[src/rtl/lsu_axi_wr.sv]
`default_nettype none
// ============================================================================
// Module      : lsu_axi_wr
// Description : AXI-lite write master for the LSU store path. Takes one store
//               at a time, issues AW and W together, then waits on B with a
//               watchdog and returns a one-cycle completion pulse.
// Revision    : 1.0 - initial release
// ============================================================================
module lsu_axi_wr #(
    parameter int ADDR_W    = 32,
    parameter int DATA_W    = 64,
    parameter int B_TIMEOUT = 255
) (
    input  logic                clk,
    input  logic                rst,

    input  logic                req_valid_i,
    output logic                req_ready_o,
    input  logic [ADDR_W-1:0]   req_addr_i,
    input  logic [DATA_W-1:0]   req_data_i,
    input  logic [DATA_W/8-1:0] req_strb_i,

    output logic                resp_valid_o,
    output logic [1:0]          resp_o,
    output logic                timeout_o,

    output logic [ADDR_W-1:0]   awaddr_o,
    output logic                awvalid_o,
    input  logic                awready_i,
    output logic [DATA_W-1:0]   wdata_o,
    output logic [DATA_W/8-1:0] wstrb_o,
    output logic                wvalid_o,
    input  logic                wready_i,
    input  logic [1:0]          bresp_i,
    input  logic                bvalid_i,
    output logic                bready_o
);

    localparam int STRB_W = DATA_W / 8;

    // Out-of-range timeouts are clamped into the 16-bit timer range.
    localparam int          C_TMO_CLAMP = (B_TIMEOUT < 1)     ? 1     :
                                          (B_TIMEOUT > 65535) ? 65535 : B_TIMEOUT;
    localparam logic [15:0] C_TMO_LAST  = 16'(C_TMO_CLAMP - 1);
    localparam logic [1:0]  C_RESP_TMO  = 2'b11;

    typedef enum logic [1:0] {
        S_IDLE   = 2'd0,
        S_SEND   = 2'd1,
        S_WAIT_B = 2'd2,
        S_DONE   = 2'd3
    } state_t;

    state_t              r_state;
    state_t              w_state_nxt;

    logic                r_aw_pend;
    logic                r_w_pend;
    logic [ADDR_W-1:0]   r_addr;
    logic [DATA_W-1:0]   r_data;
    logic [STRB_W-1:0]   r_strb;
    logic [15:0]         r_timer;
    logic [1:0]          r_resp;
    logic                r_timeout;

    logic                w_accept;
    logic                w_aw_hs;
    logic                w_w_hs;
    logic                w_b_hs;
    logic                w_tmo;
    logic                w_aw_clear;
    logic                w_w_clear;

    // Channel valids are pure state decodes so they never follow the readies.
    assign awvalid_o    = (r_state == S_SEND) && r_aw_pend;
    assign wvalid_o     = (r_state == S_SEND) && r_w_pend;
    assign bready_o     = (r_state == S_WAIT_B);
    assign resp_valid_o = (r_state == S_DONE);
    // Gated by the reset pin so ready is low while reset is held.
    assign req_ready_o  = (r_state == S_IDLE) && rst;

    assign awaddr_o     = r_addr;
    assign wdata_o      = r_data;
    assign wstrb_o      = r_strb;
    assign resp_o       = r_resp;
    assign timeout_o    = r_timeout;

    assign w_accept     = (r_state == S_IDLE) && req_valid_i;
    assign w_aw_hs      = awvalid_o && awready_i;
    assign w_w_hs       = wvalid_o && wready_i;
    assign w_b_hs       = bready_o && bvalid_i;
    assign w_tmo        = bready_o && !bvalid_i && (r_timer == C_TMO_LAST);
    assign w_aw_clear   = !r_aw_pend || w_aw_hs;
    assign w_w_clear    = !r_w_pend || w_w_hs;

    always_ff @(posedge clk or negedge rst) begin
        if (!rst) begin
            r_state <= S_IDLE;
        end else begin
            r_state <= w_state_nxt;
        end
    end

    always_comb begin
        w_state_nxt = r_state;
        case (r_state)
            S_IDLE: begin
                if (req_valid_i) begin
                    w_state_nxt = S_SEND;
                end
            end
            S_SEND: begin
                if (w_aw_clear && w_w_clear) begin
                    w_state_nxt = S_WAIT_B;
                end
            end
            S_WAIT_B: begin
                if (bvalid_i || (r_timer == C_TMO_LAST)) begin
                    w_state_nxt = S_DONE;
                end
            end
            S_DONE: begin
                w_state_nxt = S_IDLE;
            end
            default: begin
                w_state_nxt = S_IDLE;
            end
        endcase
    end

    // Payload is captured on accept and held until the next accept.
    always_ff @(posedge clk or negedge rst) begin
        if (!rst) begin
            r_addr <= '0;
            r_data <= '0;
            r_strb <= '0;
        end else if (w_accept) begin
            r_addr <= req_addr_i;
            r_data <= req_data_i;
            r_strb <= req_strb_i;
        end
    end

    always_ff @(posedge clk or negedge rst) begin
        if (!rst) begin
            r_aw_pend <= 1'b0;
            r_w_pend  <= 1'b0;
        end else if (w_accept) begin
            r_aw_pend <= 1'b1;
            r_w_pend  <= 1'b1;
        end else begin
            if (w_aw_hs) begin
                r_aw_pend <= 1'b0;
            end
            if (w_w_hs) begin
                r_w_pend <= 1'b0;
            end
        end
    end

    // Timer runs only while waiting on B and is zero on entry.
    always_ff @(posedge clk or negedge rst) begin
        if (!rst) begin
            r_timer <= '0;
        end else if (r_state == S_WAIT_B) begin
            r_timer <= r_timer + 16'd1;
        end else begin
            r_timer <= '0;
        end
    end

    // A B beat in the final timer cycle takes priority over the timeout.
    always_ff @(posedge clk or negedge rst) begin
        if (!rst) begin
            r_resp    <= 2'b00;
            r_timeout <= 1'b0;
        end else if (w_b_hs) begin
            r_resp    <= bresp_i;
            r_timeout <= 1'b0;
        end else if (w_tmo) begin
            r_resp    <= C_RESP_TMO;
            r_timeout <= 1'b1;
        end
    end

endmodule
`default_nettype wire
[config.mk]
export PLATFORM = sky130hd
export DESIGN_NAME = lsu_axi_wr
export DESIGN_NICKNAME = d
export VERILOG_FILES = /design/src/rtl/lsu_axi_wr.sv
export SDC_FILE = /design/constraint.sdc
export NUM_CORES = 1
export LEC_CHECK = 0
export CORE_ASPECT_RATIO = 1.1
export CORE_MARGIN = 1
export CORE_UTILIZATION = 28
export CTS_CLUSTER_DIAMETER = 150
export DETAILED_ROUTE_END_ITERATION = 10
export HOLD_SLACK_MARGIN = 0.03
export PLACE_DENSITY = 0.65
export SYNTH_ARGS = -nofsm -noshare
export SYNTH_HDL_FRONTEND = slang
export SYNTH_SLANG_ARGS = --single-unit
[constraint.sdc]
create_clock -name clk -period 4.55 [get_ports clk]
set_clock_uncertainty 0.2 [all_clocks]
set_input_delay 0.6825 -clock clk [delete_from_list [all_inputs] [get_ports clk]]
set_output_delay 0.6825 -clock clk [all_outputs]
set_load 0.02 [all_outputs]
# Word-level counts from Yosys, hierarchy flattened
# Index checks and enable logic that the tools add are counted.
# totals
input_bits	112
register_bits	127
# classes
reduce_logical	21
addsub	1
eq_ne	7
muxes	13
# ops
cell	count
$add A16 B1 Y16 const B	1
$eq A16 B8 Y1 const B	1
$mux W16	1
$logic_and A1 B1 Y1	10
$mux W2	5
$pmux W2 S4	1
$mux W1	6
$reduce_bool A2 Y1	3
$eq A2 B2 Y1 const B	2
$ne A2 B1 Y1 const B	2
$logic_not A1 Y1	3
$logic_or A1 B1 Y1	3
$reduce_and A3 Y1	1
$eq A2 B1 Y1 const B	1
$logic_not A2 Y1	1
$ne A2 B2 Y1 const B	1

# Longest topological paths before layout
# Gate-level depths: netlist (run 1).
# depth
depth_word	7
mapped_depth	6
ltp_nobuf	6

# Worst setup path before layout (run 1)
# Ideal clock, no wire load.
# synth_path
path_type	input to register
from	in req_valid_i
to	reg r_data[33] (netlist: wdata_o[33])
path_slack_ps	2501
t_arrival_ps	1724
cell_stages	4
n_path_buf	2
path_cell_list	nand2_1 -> buf_1 -> buf_2 -> mux2_2
# synth_between
elab_chain_len	1
# synth_rtl
item	line	source
start, declared	17	input logic req_valid_i,
$logic_and A1 B1 Y1	88	assign w_accept = (r_state == S_IDLE) && req_valid_i;
end signal, assigned	139	r_data <= req_data_i;
end, declared	60	logic [DATA_W-1:0] r_data;
# Every way passes these cells.
# A chain may end at the register's enable or synchronous reset.

# Worst setup path after layout (run 1)
# layout_path
from	reg r_state[0]
to	out bready_o
# layout_between
elab_chain_len	1
# layout_rtl
item	line	source
start, declared	54	state_t r_state;
start signal, assigned	100	r_state <= w_state_nxt;
$eq A2 B2 Y1	77	assign bready_o = (r_state == S_WAIT_B);
end, declared	36	output logic bready_o
# Every way passes these cells.

==> impl_metrics.ini, run 1 <==
[global_routing]
overflow = 0
grt_pass1_wl_um = 19900
antenna_found_initial = 0
grt_pass1_vias = 3978
grt_usage_pct = 14.1
grt_max_degree = 107

[routing]
wl_per_cell_um = 15.1
vias = 3615
drt_wl_total_um = 12400
drc = 0
avgViaCountPerCell = 4.40
ant_nets = 0
first_pass_iters = 4
drt_iter0_drc = 108

[min_path]
worstHoldPathType = input pin to async pin

[clocking]
cts-root-buf = clkbuf_16
ctsResizeCount = 0
numCtsBuffers = 17
insertion_delay_ns = 0.41
holdBufCountCts = 0
clock-sinks = 127
cts_setup_buffers = 0
cts_tree = built
cts_max_level = 4
clk_pin_slew_ns = 0.06
cts_max_path_buffers = 2

[critical_path]
crit_required_ns = 3.67
critPathMaxFanout = 26
arrival_ns = 2.39
cp-start-kind = flip-flop
endpoint_kind = primary output
critPathKind = flip-flop to primary output

[cells_and_area]
final_cell_area_mm2 = 0.00817
area_delta_synth_final_pct = 61.7
nNetsFinal = 690
final_util_pct = 46.2
final-instance-count-excl-fill = 822
drive_gt1_share_pct = 24.7
antenna_cells = 0

[logic_synthesis]
synth.top_cell.area_share_pct = 62.9
ys_ff_latch = 127
async_flop_share_pct = 100
synthCells = 339
ys_seq_area_share_pct = 62.9
ys_warn_count = 0
synth_area_leaders = dfrtp_1 (63%), mux2_2 (23%), ha_1 (1.7%)
ys_types = 35
syn-cell-area_mm2 = 0.00505
yosys.area.top_type = dfrtp_1
synth_edf_count = 0
synthFlopType = dfrtp_1
syn-num-nets = 458
avgSynthCellArea_um2 = 14.9

[power]
powerDensity_mw_per_mm2 = 728
max-vdd-ir-drop_mv = 0.372
leakagePower_nw = 3.44

[die]
dieWidth_um = 130
rows = 51
io_pins = 224
start_util_pct = 28.6
core_area_mm2 = 0.0177
die_h_um = 143
die-area_mm2 = 0.0186

[timing]
setup_viol = 0
relSlewSlack_pct = 37.9
layout_worst_path_cycle_share_pct = 72.0
hold_ws_ns = 0.208
period_needed_ns = 3.28
final.setup.tns_ns = 0
hold_viol = 0
slew_violations = 0
fmax_ghz = 0.305
tightest_slew_ns = 0.931
grt_setup_unrepaired = no

[flow_run]
cap_viol_max_count = 0

[status]
status = finished, final reports clean

[place]
place_congestion = 0.725
numPortBuffers = 223
placed_cell_area_mm2 = 0.00757
post-place-cells = 790
dp_hpwl_um = 8850
-- path summary, 6_finish.rpt --
check	slack (ns)	end	depth (start not counted)	start
setup / recovery	1.27	bready_o	3	r_state[0]
hold / removal	0.21	awaddr_o[8]	2	rst
setup reg to reg	2.31	r_state[1]	5	r_state[0]
hold reg to reg	0.29	r_w_pend	2	r_w_pend
max in group asynchronous	2.50	wstrb_o[5]	3	rst
min in group clk	0.29	r_w_pend	2	r_w_pend
-- layout by cell type (no fill, tap or decap), drive strengths merged, types with 4 or more instances in the layout --
master / instances
and2: 11
buf: 4
clkbuf: 20
clkdlybuf4s50: 222
clkinv: 5
dfrtp: 127
ha: 7
inv: 7
mux2: 105
nand2: 16
nand3: 8
nor4: 5
xnor2: 4
xor2: 6
-- layer usage --
layer / wire length (µm) / global-route usage [%] / vias to the layer above
li1: - / - / 1662
met5: 0 / 0 / -
met4: 193 / 6.18 / 0
met1: 4730 / 15.0 / 1781
met3: 1050 / 5.70 / 15
met2: 6430 / 24.2 / 157
-- flip-flops by register name, summed over array words and instances (netlist names) --
register / cells
wdata_o: 64
awaddr_o: 32
r_timer: 16
wstrb_o: 8
r_state: 2
resp_o: 2
r_aw_pend: 1
r_w_pend: 1
timeout_o: 1
-- report_power, final --
| group | switching, mW | internal [mW] | leakage, nW | total (mW) |
|---|---|---|---|---|
| combinational | 1.23 | 1.44 | 1.62 | 2.68 |
| sequential | 0.261 | 1.65 | 1.53 | 1.91 |
| clock | 0.514 | 0.852 | 0.289 | 1.37 |
-- synth_stat cells (2+ instances only) --
| master | count |
|---|---|
| nand2b_1 | 3 |
| nand4_1 | 2 |
| nor3_1 | 3 |
| nand3_1 | 8 |
| nand2_1 | 16 |
| o22a_1 | 2 |
| inv_1 | 5 |
| dfrtp_1 | 127 |
| xor2_1 | 6 |
| clkbuf_1 | 2 |
| and2_1 | 11 |
| mux2_2 | 104 |
| ha_1 | 7 |
| nand3b_1 | 2 |
| o21ai_0 | 3 |
| buf_1 | 7 |
| and3_1 | 2 |
| a21oi_1 | 2 |
| buf_2 | 4 |
| nor4_1 | 4 |
| nor2b_1 | 2 |
| xnor2_1 | 4 |
-- critical path, cell delays in order, from the launching register on --
cell and delay (ns):
dfrtp_1 0.41, inv_1 0.13, ha_1 0.70, clkdlybuf4s50_1 0.74
-- final cells by class --
type                            instances  area [µm²]
Fill cell                            1612        9510
Sequential cell                       127        3180
Timing Repair Buffer                  226        2260
Multi-Input combinational cell        194        1810
Clock buffer                           20         467
Tap cell                              238         298
Clock inverter                         12         133
Inverter                                5        18.8
-- cells by family (layout without fill, tap and decap cells) --
kind of cell	Yosys count	in the layout	share of synthesized area [%]
flops	127	127	62.9
mux	105	105	23.4
simple gates	58	58	6.69
buf+inv	18	263	1.44
compound gates	14	14	2.06
xor+xnor	10	10	1.73
fa+ha+maj	7	7	1.73
-- metrics by stage --
step,power [mW],setup WS [ns]
4_1_cts,6.04,1.21
3_3_place_gp,4.56,1.79
5_1_grt,6.27,1.11
2_1_floorplan,3.28,2.50
3_5_place_dp,4.63,1.68
6_report,5.95,1.27
Power figures use the tool's default switching activity.
==> inputs of run 2 (changes only) <==
Settings changed: PLACE_DENSITY 0.65 to 0.68.
Clock period 4.55 ns to 2.85 ns, I/O delays scaled along.
==> impl_metrics.ini, run 2 (synthesis results as in run 1) <==
[clocking]
cts_max_path_buffers = 2
cts-root-buf = clkbuf_16
clk_pin_slew_ns = 0.05
cts_tree = built
cts_setup_buffers = 0
clock-sinks = 127
ctsResizeCount = 0
cts_max_level = 4
insertion_delay_ns = 0.40
numCtsBuffers = 17

[critical_path]
crit_family = buffers and inverters
endpoint_kind = primary output
crit_required_ns = 2.22
critPathKind = flip-flop to primary output
cp_slowest_stage_delay_ns = 0.62
crit_top_cell = inv_1
crit_chain = inv_1 -> ha_1 -> nand2_1 -> inv_1 -> clkdlybuf4s50_1
arrival_ns = 1.98
r2r_slack_ns = 0.69
critPathMaxFanout = 4
critPathSlowestCell = clkdlybuf4s50_1
r2r_cells = 4
reg2reg_to = r_state[1]
crit_buf_inv = 3
rr_startpoint = r_timer[9]
cp-start-kind = flip-flop

[routing]
wl_per_cell_um = 15.2
drt_wl_total_um = 12600
ant_nets = 0
avgViaCountPerCell = 4.37
vias = 3599
first_pass_iters = 5
drc = 0
drt_iter0_drc = 114

[flow_run]
cap_viol_max_count = 0

[place]
pre_cts_slack_ns = 0.570
place_congestion = 0.750
placed_cell_area_mm2 = 0.00759
dp_hpwl_um = 8990
numPortBuffers = 223

[cells_and_area]
largest_reg_flops = 64
area_delta_synth_final_pct = 63.2
drive_gt1_share_pct = 24.6
final_util_pct = 46.6
layout_common_cells = clkdlybuf4s50_1 (222), dfrtp_1 (127), mux2_2 (104)
antenna_cells = 0
final_cell_area_mm2 = 0.00824
layout_commonest_cell = clkdlybuf4s50_1
nNetsFinal = 692

[timing]
fmax_ghz = 0.384
grt_setup_unrepaired = no
relSlewSlack_pct = 48.3
setup_slack_ns = 0.246
tightest_slew_ns = 0.775
layout_worst_path_cycle_share_pct = 91.4
hold_viol = 0
setup_viol = 0
period_needed_ns = 2.60
slew_violations = 0
final.setup.tns_ns = 0

[min_path]
worstHoldPathType = flip-flop to flip-flop
hold_end = r_aw_pend
hp-start = r_aw_pend
min_path_cells = 2

[power]
leakagePower_nw = 3.48
powerDensity_mw_per_mm2 = 1180
max-vdd-ir-drop_mv = 0.638
power.total_mw = 9.70

[die]
die-area_mm2 = 0.0186
rows = 51
io_pins = 224
die_h_um = 143
start_util_pct = 28.6
core_area_mm2 = 0.0177
dieWidth_um = 130

[global_routing]
overflow = 0
antenna_found_initial = 0
grt_pass1_vias = 3862
grt_usage_pct = 13.9
grt_pass1_wl_um = 19500
grt_max_degree = 128

[status]
status = finished, final reports clean
[run 2: cell types whose count changed in the layout (fill, tap and decap cells not counted), sizes merged]
cell / change
dlygate4sd3: +1
clkbuf: -2
clkinv: +3
clkinvlp: -2
bufinv: +3
buf: +1
inv: -2
[run 2: power breakdown]
part	switching [mW]	total, mW	internal, mW
sequential	0.422	3.05	2.63
clock	0.803	2.36	1.55
combinational	1.98	4.30	2.32
total	3.20	9.70	6.50
[run 2: layer usage]
metal,GRT usage (%),part of all wire (%)
met1,14.6,38
met2,24.9,54
met3,5.70,7.1
met5,0,0
met4,4.77,0.96
[run 2: how the worst max path moves through the flow]
stage                            from          end  slack, ns  depth (start not counted)
after global placement    req_valid_i  awaddr_o[0]       0.61                          4
after detailed placement  req_valid_i  wdata_o[42]       0.57                          4
after global routing       r_state[1]     wvalid_o       0.13                          5
after CTS                  r_state[1]    awvalid_o       0.22                          5
final                      r_state[1]    awvalid_o       0.25                          5
after floorplan            r_timer[9]   r_state[1]       0.81                          4
[run 2: through the flow]
| step | hold WS, ns | instances |
|---|---|---|
| floorplan | -0.0681 | 339 |
| finish | 0.286 | 824 |
| global placement | 0.263 | 791 |
| global route | 0.304 | 824 |
| detailed placement | 0.274 | 791 |
| CTS | 0.287 | 824 |
[run 2: worst reg2reg max path: stages, from the launching register on]
cell and delay (ns):
dfrtp_1 0.42, or4b_4 0.56, nor4_4 0.33, o21ba_2 0.21, mux2_1 0.32
[run 2: layout make-up]
class	count	area (µm²)
well taps	238	298
repair buffers	228	2290
inverters	5	18.8
flip-flops and latches	127	3180
fillers	1595	9430
clock buffers	18	429
multi-input cells	194	1810
clock inverters	14	216
[run 2: timing repair]
action,4_1_cts,5_1_grt
setup endpoints to repair,0,0
hold buffers,1,0
endpoints found under the hold margin,50,0
==> edit, RTL diff (flow settings as in run 2) <==
Set the parameter `ADDR_W` to 36 (it was 32).
--- a/src/rtl/lsu_axi_wr.sv
+++ b/src/rtl/lsu_axi_wr.sv
@@ -7,7 +7,7 @@
 // Revision    : 1.0 - initial release
 // ============================================================================
 module lsu_axi_wr #(
-    parameter int ADDR_W    = 32,
+    parameter int ADDR_W    = 36,
     parameter int DATA_W    = 64,
     parameter int B_TIMEOUT = 255
 ) (
Ports: changed (resized awaddr_o and req_addr_i); port bits go from 224 to 232. No check against the original RTL was run, so the function may have changed too.
==> edit against run 2 <==
  * Utilization grew 0.52 points
  * Final area grew 2.6%
  * Cell count grew 1.8%
  * Routed wire length increased by 5.7%
  * Critical path depth did not move
  * Area after synthesis up 2.8%
  * Synthesized cell count increased by 2.7%
  * Sequential cell count is 4 higher
  * Total power rose by 2.3%
  * Setup slack gained 0.019 ns
  * Count of clock-buffer cells in the layout unchanged
  * Via count grew 3.0%
  * Critical path type unchanged
  * Largest cell class unchanged
==> edit: results (changes against run 2) <==
CTS Buf Count: 17 (unchanged)
Placement Setup Slack: 0.682 ns (was 0.570 ns)
Synth cell count leaders: 131 x dfrtp_1, 108 x mux2_2, 16 x nand2_1 (was 127 x dfrtp_1, 104 x mux2_2, 16 x nand2_1)
Final-layout fill cell count: 1593 (was 1595)
Fin crit period: 2.59 ns (was 2.60 ns)
Routing usage on met1: 0.145 (was 0.146)
Inverter count: 5 (unchanged)
Most frequent cell after synthesis: dfrtp_1 (unchanged)
Xor/xnor cell area share of the yosys netlist: 0.0169 (was 0.0173)
Global-route wire length before repair: 21300 um (was 19500 um)
Tot GR Track Use: 0.144 (was 0.139)
CLK BUF: 18 (unchanged)
Synth cell types: 33 (was 35)
Multi-input gate area: 1850 sq um (was 1810 sq um)
Placed cells: 808 (was 791)
Hold_ws: 0.226 ns (was 0.286 ns)
Final #Nets: 713 (was 692)
Worst VDD drop: 0.615 mV (was 0.638 mV)
CTS sink cnt: 131 (was 127)
IO Port Bufs: 231 (was 223)
P&R area growth vs syn: 62.8% (was 63.2%)
Total routed wirelength: 13300 um (was 12600 um)
ClkCell Share: 0.0736 (was 0.0783)
Initial DRT Pass Iterations: 4 (was 5)
Non-clock buffer share of cell area: 0.282 (was 0.278)
Int Pwr: 0.00660 W (was 0.00650 W)
Total area of sequential cells: 3280 sq um (was 3180 sq um)
GR Util met3: 0.0603 (was 0.0570)
Clock Tree Root: clkbuf_16 (unchanged)
DR vias/cell: 4.42 (was 4.37)
Global placement routability congestion: 0.791 (was 0.750)
Post-Layout Cell Count: 839 (was 824)
Post-DP HPWL: 9740 um (was 8990 um)
Post-synthesis mux area share: 0.236 (was 0.234)
Dpl cell area: 7820 sq um (was 7590 sq um)
Post-synthesis sequential area ratio: 0.631 (was 0.629)
Synth top area cells: dfrtp_1 63%, mux2_2 23%, ha_1 1.7%, and2_1 1.3%, nand2_1 1.2% (was dfrtp_1 63%, mux2_2 23%, ha_1 1.7%, and2_1 1.4%, nand2_1 1.2%)
Quantity of gates resized following cts: 0 (unchanged)
LEAKAGE: 3.56 nW (was 3.48 nW)
Synth Area in Compound Gates: 0.0200 (was 0.0206)
WP data arrival: 1.96 ns (was 1.98 ns)
Multi-input gate count: 198 (was 194)
Critical Path Sink: wvalid_o (was awvalid_o)
Seq/total area: 0.388 (was 0.386)
Met2 usage: 0.263 (was 0.249)
Vias in the first global route: 4199 (was 3862)
Post-Syn Area per Cell: 14.9 sq um (about the same)
Non-clk bufs: 237 (was 228)
Pin count of the biggest net entering global routing: 62 (was 128)
Synth Net Count: 471 (was 458)
Register-to-register path setup slack: 0.71 ns (was 0.69 ns)
Status: finished clean (unchanged)
Adder-cell share of the synthesized area: 0.0169 (was 0.0173)
Hold Path Class: in2async (was reg2reg)
Worst Tran Pin Value: 0.778 ns (was 0.775 ns)
DRT iter0 DRCs: 88 (was 114)
Yosys Warn Count: 0 (unchanged)
Fraction of layout cells with a size suffix above 1: 0.246 (about the same)
## edit: power by group through the flow
stage               clock network (W)  logic (W)  registers [W]
global route                  0.00243    0.00474        0.00327
detailed placement                  0    0.00452        0.00318
finish                        0.00229    0.00448        0.00315
floorplan                           0    0.00128        0.00413
CTS                           0.00236    0.00455        0.00316
global placement                    0    0.00445        0.00313
## edit: cell families after synthesis
| family | count (synthesis) |
|---|---|
| AO/OA/AOI/OAI | 14 |
| XOR/XNOR | 10 |
| adder cells (fa/ha/maj) | 7 |
| buffers and inverters | 19 |
| flip-flops | 131 |
| multiplexers | 109 |
| AND/OR/NAND/NOR | 58 |
## edit: critical path, cell delays in order, from the launching register on
cell,delay (ns)
dfrtp_1,0.41
inv_1,0.11
ha_1,0.21
nand2_1,0.11
inv_1,0.07
clkdlybuf4s50_1,0.64
## edit: per-layer routing
metal	vias up	wire length [um]	part of all wire
met5	-	0	0
met3	19	1080	0.081
met2	135	7170	0.54
met4	0	251	0.019
li1	1700	-	-
met1	1854	4770	0.36
